==> src/rtl/lru_pkg.sv <==
// Shared types and helpers for the least-recently-granted arbiter.
package lru_pkg;

  localparam int unsigned N_REQ = 4;

  typedef logic [1:0] req_id_t;

  typedef enum logic [1:0] {StIdle, StGrant, StRelease} state_e;

  function automatic logic [N_REQ-1:0] onehot(input req_id_t id);
    logic [N_REQ-1:0] oh;
    oh     = '0;
    oh[id] = 1'b1;
    return oh;
  endfunction

endpackage

==> src/rtl/tick_gen.sv <==
// Free-running divider: pulses tick for one clk every TICK_DIV cycles.
module tick_gen #(
  parameter int unsigned TICK_DIV = 1
) (
  input  logic clk,
  input  logic rst,
  output logic tick
);

  localparam int unsigned DivW = (TICK_DIV > 1) ? $clog2(TICK_DIV) : 1;

  logic [DivW-1:0] div_q, div_d;

  assign tick = (div_q == DivW'(TICK_DIV - 1));

  always_comb begin
    div_d = tick ? '0 : div_q + 1'b1;
  end

  always_ff @(posedge clk) begin
    if (!rst) begin
      div_q <= '0;
    end else begin
      div_q <= div_d;
    end
  end

endmodule

==> src/rtl/lru_arbiter.sv <==
// Four-way arbiter granting the least-recently-granted requester, with a
// hold timer that forces release after HOLD_TICKS ticks.
module lru_arbiter
  import lru_pkg::*;
#(
  parameter int unsigned HOLD_TICKS = 8,
  parameter int unsigned TICK_DIV   = 1
) (
  input  logic             clk,
  input  logic             rst,
  input  logic [N_REQ-1:0] req,
  output logic [N_REQ-1:0] gnt,
  output logic [1:0]       owner,
  output logic             busy,
  output logic             timeout,
  output logic [7:0]       order_o
);

  localparam int unsigned HoldW = $clog2(HOLD_TICKS + 1);

  state_e                 state_q, state_d;
  logic [HoldW-1:0]       hold_q, hold_d;
  req_id_t [N_REQ-1:0]    order_q, order_d;
  logic [N_REQ-1:0]       gnt_q, gnt_d;
  req_id_t                owner_q, owner_d;
  logic                   timeout_q, timeout_d;
  logic                   tick;
  logic                   found;
  req_id_t                win_pos;
  req_id_t                winner;

  tick_gen #(
    .TICK_DIV(TICK_DIV)
  ) u_tick_gen (
    .clk (clk),
    .rst (rst),
    .tick(tick)
  );

  // Entry 0 is the LRU slot, so the first requesting entry wins.
  always_comb begin
    found   = 1'b0;
    win_pos = '0;
    for (int i = 0; i < N_REQ; i++) begin
      if (!found && req[order_q[i]]) begin
        found   = 1'b1;
        win_pos = req_id_t'(i);
      end
    end
    winner = order_q[win_pos];
  end

  always_comb begin
    state_d   = state_q;
    hold_d    = hold_q;
    order_d   = order_q;
    gnt_d     = gnt_q;
    owner_d   = owner_q;
    timeout_d = 1'b0;
    unique case (state_q)
      StIdle: begin
        if (found) begin
          state_d = StGrant;
          gnt_d   = onehot(winner);
          owner_d = winner;
          hold_d  = '0;
          for (int i = 0; i < N_REQ - 1; i++) begin
            if (req_id_t'(i) >= win_pos) begin
              order_d[i] = order_q[i+1];
            end
          end
          order_d[N_REQ-1] = winner;
        end
      end
      StGrant: begin
        // A voluntary drop takes priority over a coincident timeout.
        if (!req[owner_q]) begin
          state_d = StRelease;
          gnt_d   = '0;
          owner_d = '0;
          hold_d  = '0;
        end else if (tick && (hold_q == HoldW'(HOLD_TICKS - 1))) begin
          state_d   = StRelease;
          gnt_d     = '0;
          owner_d   = '0;
          hold_d    = '0;
          timeout_d = 1'b1;
        end else if (tick) begin
          hold_d = hold_q + 1'b1;
        end
      end
      StRelease: begin
        state_d = StIdle;
      end
      default: begin
        state_d = StIdle;
      end
    endcase
  end

  always_ff @(posedge clk) begin
    if (!rst) begin
      state_q   <= StIdle;
      hold_q    <= '0;
      gnt_q     <= '0;
      owner_q   <= '0;
      timeout_q <= 1'b0;
      for (int i = 0; i < N_REQ; i++) begin
        order_q[i] <= req_id_t'(i);
      end
    end else begin
      state_q   <= state_d;
      hold_q    <= hold_d;
      gnt_q     <= gnt_d;
      owner_q   <= owner_d;
      timeout_q <= timeout_d;
      order_q   <= order_d;
    end
  end

  assign gnt     = gnt_q;
  assign owner   = owner_q;
  assign busy    = (state_q == StGrant);
  assign timeout = timeout_q;
  assign order_o = order_q;

endmodule

==> config.mk <==
export PLATFORM = sky130hd
export DESIGN_NAME = lru_arbiter
export DESIGN_NICKNAME = d
export VERILOG_FILES = /design/src/rtl/lru_pkg.sv /design/src/rtl/tick_gen.sv /design/src/rtl/lru_arbiter.sv
export SDC_FILE = /design/constraint.sdc
export NUM_CORES = 1
export LEC_CHECK = 0
export CORE_ASPECT_RATIO = 1.4
export CORE_MARGIN = 5
export CORE_UTILIZATION = 35
export DETAILED_ROUTE_END_ITERATION = 10
export GPL_TIMING_DRIVEN = 0
export PLACE_DENSITY = 0.61
export RECOVER_POWER = 50
export SLEW_MARGIN = 20
export SYNTH_ARGS = -nofsm -noshare
export SYNTH_HDL_FRONTEND = slang
export SYNTH_SLANG_ARGS = --single-unit
==> constraint.sdc <==
create_clock -name clk -period 2.12 [get_ports clk]
set_input_delay 0.424 -clock clk [delete_from_list [all_inputs] [get_ports clk]]
set_output_delay 0.424 -clock clk [all_outputs]
set_load 0.02 [all_outputs]
### Word-level counts from Yosys, hierarchy flattened

Index checks and enable logic that the tools add are counted.

* add/sub/neg operators: 2
* magnitude comparators: 11
* equality and inequality tests: 5
* muxes and demuxes: 39
* bitwise logic cells: 1
* reduce and logical (&&, ||, !) cells: 19

Operators by type and width (count)
* $mux W4: 7
* $lt A2 B3 Y1 const B: 7
* $mux W2: 9
* $reduce_and A3 Y1: 6
* $pmux W4 S2: 2
* $mux W1: 12
* $bmux W1 S2: 5
* $pmux W2 S2: 2
* $reduce_and A2 Y1: 3
* $logic_and A1 B1 Y1: 5
* $add A4 B1 Y4 const B: 1
* $bmux W2 S2: 1
* $eq A4 B3 Y1 const B: 1
* $ge A1 B2 Y1 const A: 2
* $ne A4 B4 Y1 const B: 1
* $logic_not A1 Y1: 3
* $ne A3 B2 Y1 const B: 1
* $demux W1 S2: 1
* $eq A2 B1 Y1 const B: 1
* $ge A2 B1 Y1 const B: 1
* $ge A2 B2 Y1 const A: 1
* $logic_not A2 Y1: 1
* $ne A2 B2 Y1 const B: 1
* $reduce_bool A2 Y1: 1
* other kinds (2): 2

* flip-flop bits (word level): 22
* bits of input ports: 6
* output and inout bits: 16
* logic and storage cells: 87

### Logic depth before layout (Yosys ltp)

* depth in word-level cells: 20
* depth in mapped cells: 6
* mapped depth without buffers: 5

### Cells and area by module

Synthesis repeated with hierarchy kept, for this count alone.

* cell total of the unflattened synthesis: 120
* area total of the unflattened synthesis: 1159.9 um^2

By module, submodules not included
* lru_arbiter: instances 1, cells each 117, area an instance 1132.3 um^2, sequential area each 420.4 um^2
* tick_gen: instances 1, cells each 3, area an instance 27.5 um^2, sequential area each 20.0 um^2

### Least setup slack after synthesis

No wires, ideal clock.

* path type: register to register
* start: register order_q (netlist bit order_o[4])
* end: register gnt_q[0] (netlist: gnt[0])
* library setup time: 0.117 ns
* data arrival time: 2.003 ns
* data required time: 2.003 ns
* setup slack: 0.000 ns
* cell stages (with the launch flop): 6
* buffers on the path: 1
* clock period less this slack: 2.120 ns
* cell sequence: dfxtp_1 mux4_2 or2_0 buf_6 o221a_1 a32o_1

* word-level cells in the longest chain between the ends: 15
* elaborated cells on any way between the ends: 20
* classes of those cells: order compare (2); eq/ne (1); mux (12); reduce/logical (5)

RTL lines
* from (decl): RTL line lru_arbiter.sv:23 `req_id_t [N_REQ-1:0] order_q, order_d;`
* from (signal, indexed assignment): RTL line lru_arbiter.sv:109 `order_q[i] <= req_id_t'(i);`
* from (signal assigned): RTL line lru_arbiter.sv:117 `order_q <= order_d;`
* $bmux W1 S2: RTL line lru_arbiter.sv:45 `if (!found && req[order_q[i]]) begin`
* $mux W1 (implied by the code): RTL line lru_arbiter.sv:45
* $logic_and A1 B1 Y1: RTL line lru_arbiter.sv:45
* $mux W1: RTL line lru_arbiter.sv:45
* $logic_not A1 Y1: RTL line lru_arbiter.sv:45
* $logic_and A1 B1 Y1: RTL line lru_arbiter.sv:45
* $mux W2: RTL line lru_arbiter.sv:45
* $bmux W2 S2: RTL line lru_arbiter.sv:50 `winner = order_q[win_pos];`
* $mux W2 (implied by the code): RTL line lru_arbiter.sv:50
* $lt A2 B3 Y1 (implied by the code) / $ge A2 B1 Y1 (equally long branches): RTL line lru_pkg.sv:13 `oh[id] = 1'b1;`
* $logic_and A1 B1 Y1 (implied by the code): RTL line lru_pkg.sv:13
* $mux W1 (implied by the code): RTL line lru_pkg.sv:13
* $demux W1 S2: RTL line lru_pkg.sv:13
* $mux W4: RTL line lru_arbiter.sv:62 `if (found) begin`
* $pmux W4 S2: RTL line lru_arbiter.sv:60 `unique case (state_q)`
* to (signal assigned): RTL line lru_arbiter.sv:114 `gnt_q <= gnt_d;`
* to (decl): RTL line lru_arbiter.sv:24 `logic [N_REQ-1:0] gnt_q, gnt_d;`

Parallel ways exist; a longest one is shown, timed or not. The select of a mux whose other input is x is not followed.
A chain may end at the register's enable or synchronous reset.

### Final worst setup path

Same ends and word-level chain as after synthesis.

==> out/results.txt <==
PwrDens: 1290 nW/um^2
Worst-path clk slew: 80 ps
Mapped Area: 1160 sq um
Data required, critical path: 2270 ps
logic gate share of total power: 51.1%
register area share after synthesis: 38.1%
GRT Resource Usage Total: 13.6%
relative slew slack: 55.1%
Static Leak: 0.603 nW
Worst Path Max Fanout: 5
DP HPWL: 2250 microns
#FFs+latches synth: 22
largest net degree at the start of global routing: 13
Nets: 155
grt ovf: 0
Post-Route WL: 2950 microns
Die ar.: 4570 sq um
syn nets: 124
Clock Sinks: 22
Final Cycle Share: 95.4%
share of cells above drive strength 1: 25.2%
clock network power share: 15.3%
die height: 78 microns
count of final hold-check violations: 0
Remaining DRCs: 0
Final setup viols: 0
Worst-Margin Slew: 672 ps
vias in the first global route: 1,100
Max-Cap Viols: 0
Mapped Cells: 117
crit path capture type: flop
area added between synthesis and finish: 31.2%
fin area: 1520 sq um
Slew Limit Fails: 0
first-pass GRT wire length: 4880 microns
CTS Buf Count: 3
EDFF count, synth: 0
CTS tree: done
routed vias: 1,034
RSZ-0062 raised after global routing: false
Min-Delay Path Class: flop to flop
Initial Utilization: 36.7%
WS Path Type: flop to flop
Clk Latency, worst-skew pair: 260 ps
Avg Vias per Cell: 5.56
initial antenna violation count: 0
Placed Instances: 177
post-route ant nets: 0
Sw Ratio: 40.5%
Max IR drop VDD: 656 uV
Yosys cell types: 40
Avg Inst Size Synth: 9.88 sq um
Worst setup SP type: flop
Iter 0 DRT Violations: 13
drt pass-1 iters: 4
Post-Layout Cell Count: 186
placed cell areas: 1420 sq um
hold buffers post-CTS: 0
clock buffer depth: 2
sequential share of power: 33.7%
clk root buf: clkbuf_8
Pint: 1.16 mW
Net Sw Power: 0.791 mW
Synth Warn #: 0
clock skew: 8.10 ps
die width: 58.6 microns
port bufs: 21
FMAX: 495 MHz
core area: 3150 sq um
Antenna Cells: 0
CTS H-tree lvls: 1
wire length per cell: 15.8 microns
dpl ws: -593 ps
ys flop type: dfxtp_1
status: complete, no violations
Placer Congestion: 0.801
fin crit period: 2020 ps
slack of the critical path: 97.9 ps
Arr. time, crit path: 2170 ps
# IOs: 22
FP Rows: 24
Async SR Flop Fraction: 0%
==> power by group through the flow <==
stage	combinational, mW	clock, mW	sequential, mW
detailed placement	0.938	0	0.663
finish	0.997	0.298	0.657
global route	1.08	0.322	0.676
global placement	0.923	0	0.658
CTS	0.983	0.304	0.657
floorplan	0.540	0	0.734
==> cell usage after synthesis (all sizes together) (2+ instances only) <==
cell     n  area (sq um)
dfxtp   22           440
or2      2          12.5
nand3    7          35.0
mux2i    5          50.1
a32o     4          40.0
o31ai    3          41.3
inv      4          15.0
nor2b    2          12.5
o21ai    3          26.3
buf      2          18.8
nand2b   2          12.5
and3     2          12.5
mux4     5           113
xnor2    2          17.5
a31oi    4          25.0
a21oi    8          40.0
nor3b    2          15.0
nor2     8          32.5
and2     2          12.5
a22o     2          17.5
nand2   12          45.0
o211ai   3          22.5
==> critical path: stages (launching register included) <==
cell,delay (ps)
dfxtp_4,360
mux4_2,550
buf_4,180
a21oi_2,110
a21oi_2,60
a221o_1,400
a32o_2,270
==> state kept, by name, indices dropped and copies added (netlist names) <==
signal and cells:
order_o 8, gnt 4, hold_q 4, u_tick_gen.div_q 1, owner 2, timeout 1
state_q 2
==> through the flow <==
| stage | utilization [%] | power [mW] | hold slack, ps | TNS (ps) |
|---|---|---|---|---|
| 6_report | 48.1 | 1.95 | 478 | 0 |
| 2_1_floorplan | - | 1.27 | 444 | 0 |
| 4_1_cts | 47.7 | 1.94 | 488 | 0 |
| 3_3_place_gp | 44.9 | 1.58 | 456 | -6710 |
| 3_5_place_dp | 44.9 | 1.60 | 470 | -7580 |
| 5_1_grt | 48.1 | 2.08 | 497 | 0 |
==> what timing repair did <==
action                                 CTS  global route
setup endpoints to repair               16             7
gates resized for setup                 10            15
endpoints found under the hold margin    0             0
setup buffers                            4             1
pin swaps                                1             1
==> cells in the final DEF (no fill, tap or decap), types with 2 or more instances in the layout <==
cell type	Yosys	layout
and3_1	2	2
nor3b_1	2	2
a21oi_1	8	6
dfxtp_1	22	17
nor2_1	7	7
mux2i_1	5	5
nand2_1	12	12
nand2b_1	2	2
clkbuf_8	0	4
dfxtp_4	0	2
a31oi_1	4	4
dlygate4sd3_1	0	12
buf_4	1	6
dfxtp_2	0	3
a21oi_2	0	2
clkbuf_2	0	3
nand3_1	7	7
xnor2_1	2	2
o211ai_1	3	3
a22o_1	2	2
and2_1	2	2
mux4_2	5	5
a32o_1	4	3
inv_1	4	4
clkdlybuf4s50_1	0	5
==> cell families after synthesis <==
family,count (synthesis),share of synthesized area [%]
other,1,0.324
DFF,22,38.1
buffers and inverters,7,3.25
muxes,11,15.0
xor gates and xnor gates,2,1.52
AOI/OAI and AO/OA,32,22.6
adders and majority gates,1,1.08
and+or+nand+nor,41,18.1
==> area by class of cell <==
type / count / area [sq um]
flip-flops and latches: 22 / 452
repair buffers: 26 / 228
well taps: 39 / 48.8
clock buffers: 4 / 55.1
fillers: 307 / 1640
plain buffers: 3 / 22.5
multi-input cells: 88 / 696
inverters: 4 / 15.0
==> worst paths after layout <==
path,start,to,slack [ps],cells after the start
hold reg to reg,gnt[2],gnt[2],480,1
setup reg to reg,order_o[4],gnt[0],100,6
setup / recovery,order_o[4],gnt[0],100,6
hold / removal,gnt[2],gnt[2],480,1
==> routing by layer <==
layer  share of wire, %  GRT usage (%)  up-vias
met2                 55           26.3       26
met4                1.4           5.44        0
met5                  0              0        -
met1                 40           13.9      502
met3                3.1           2.16        4
li1                   -              -      502
(Power assumes the default switching activity.)
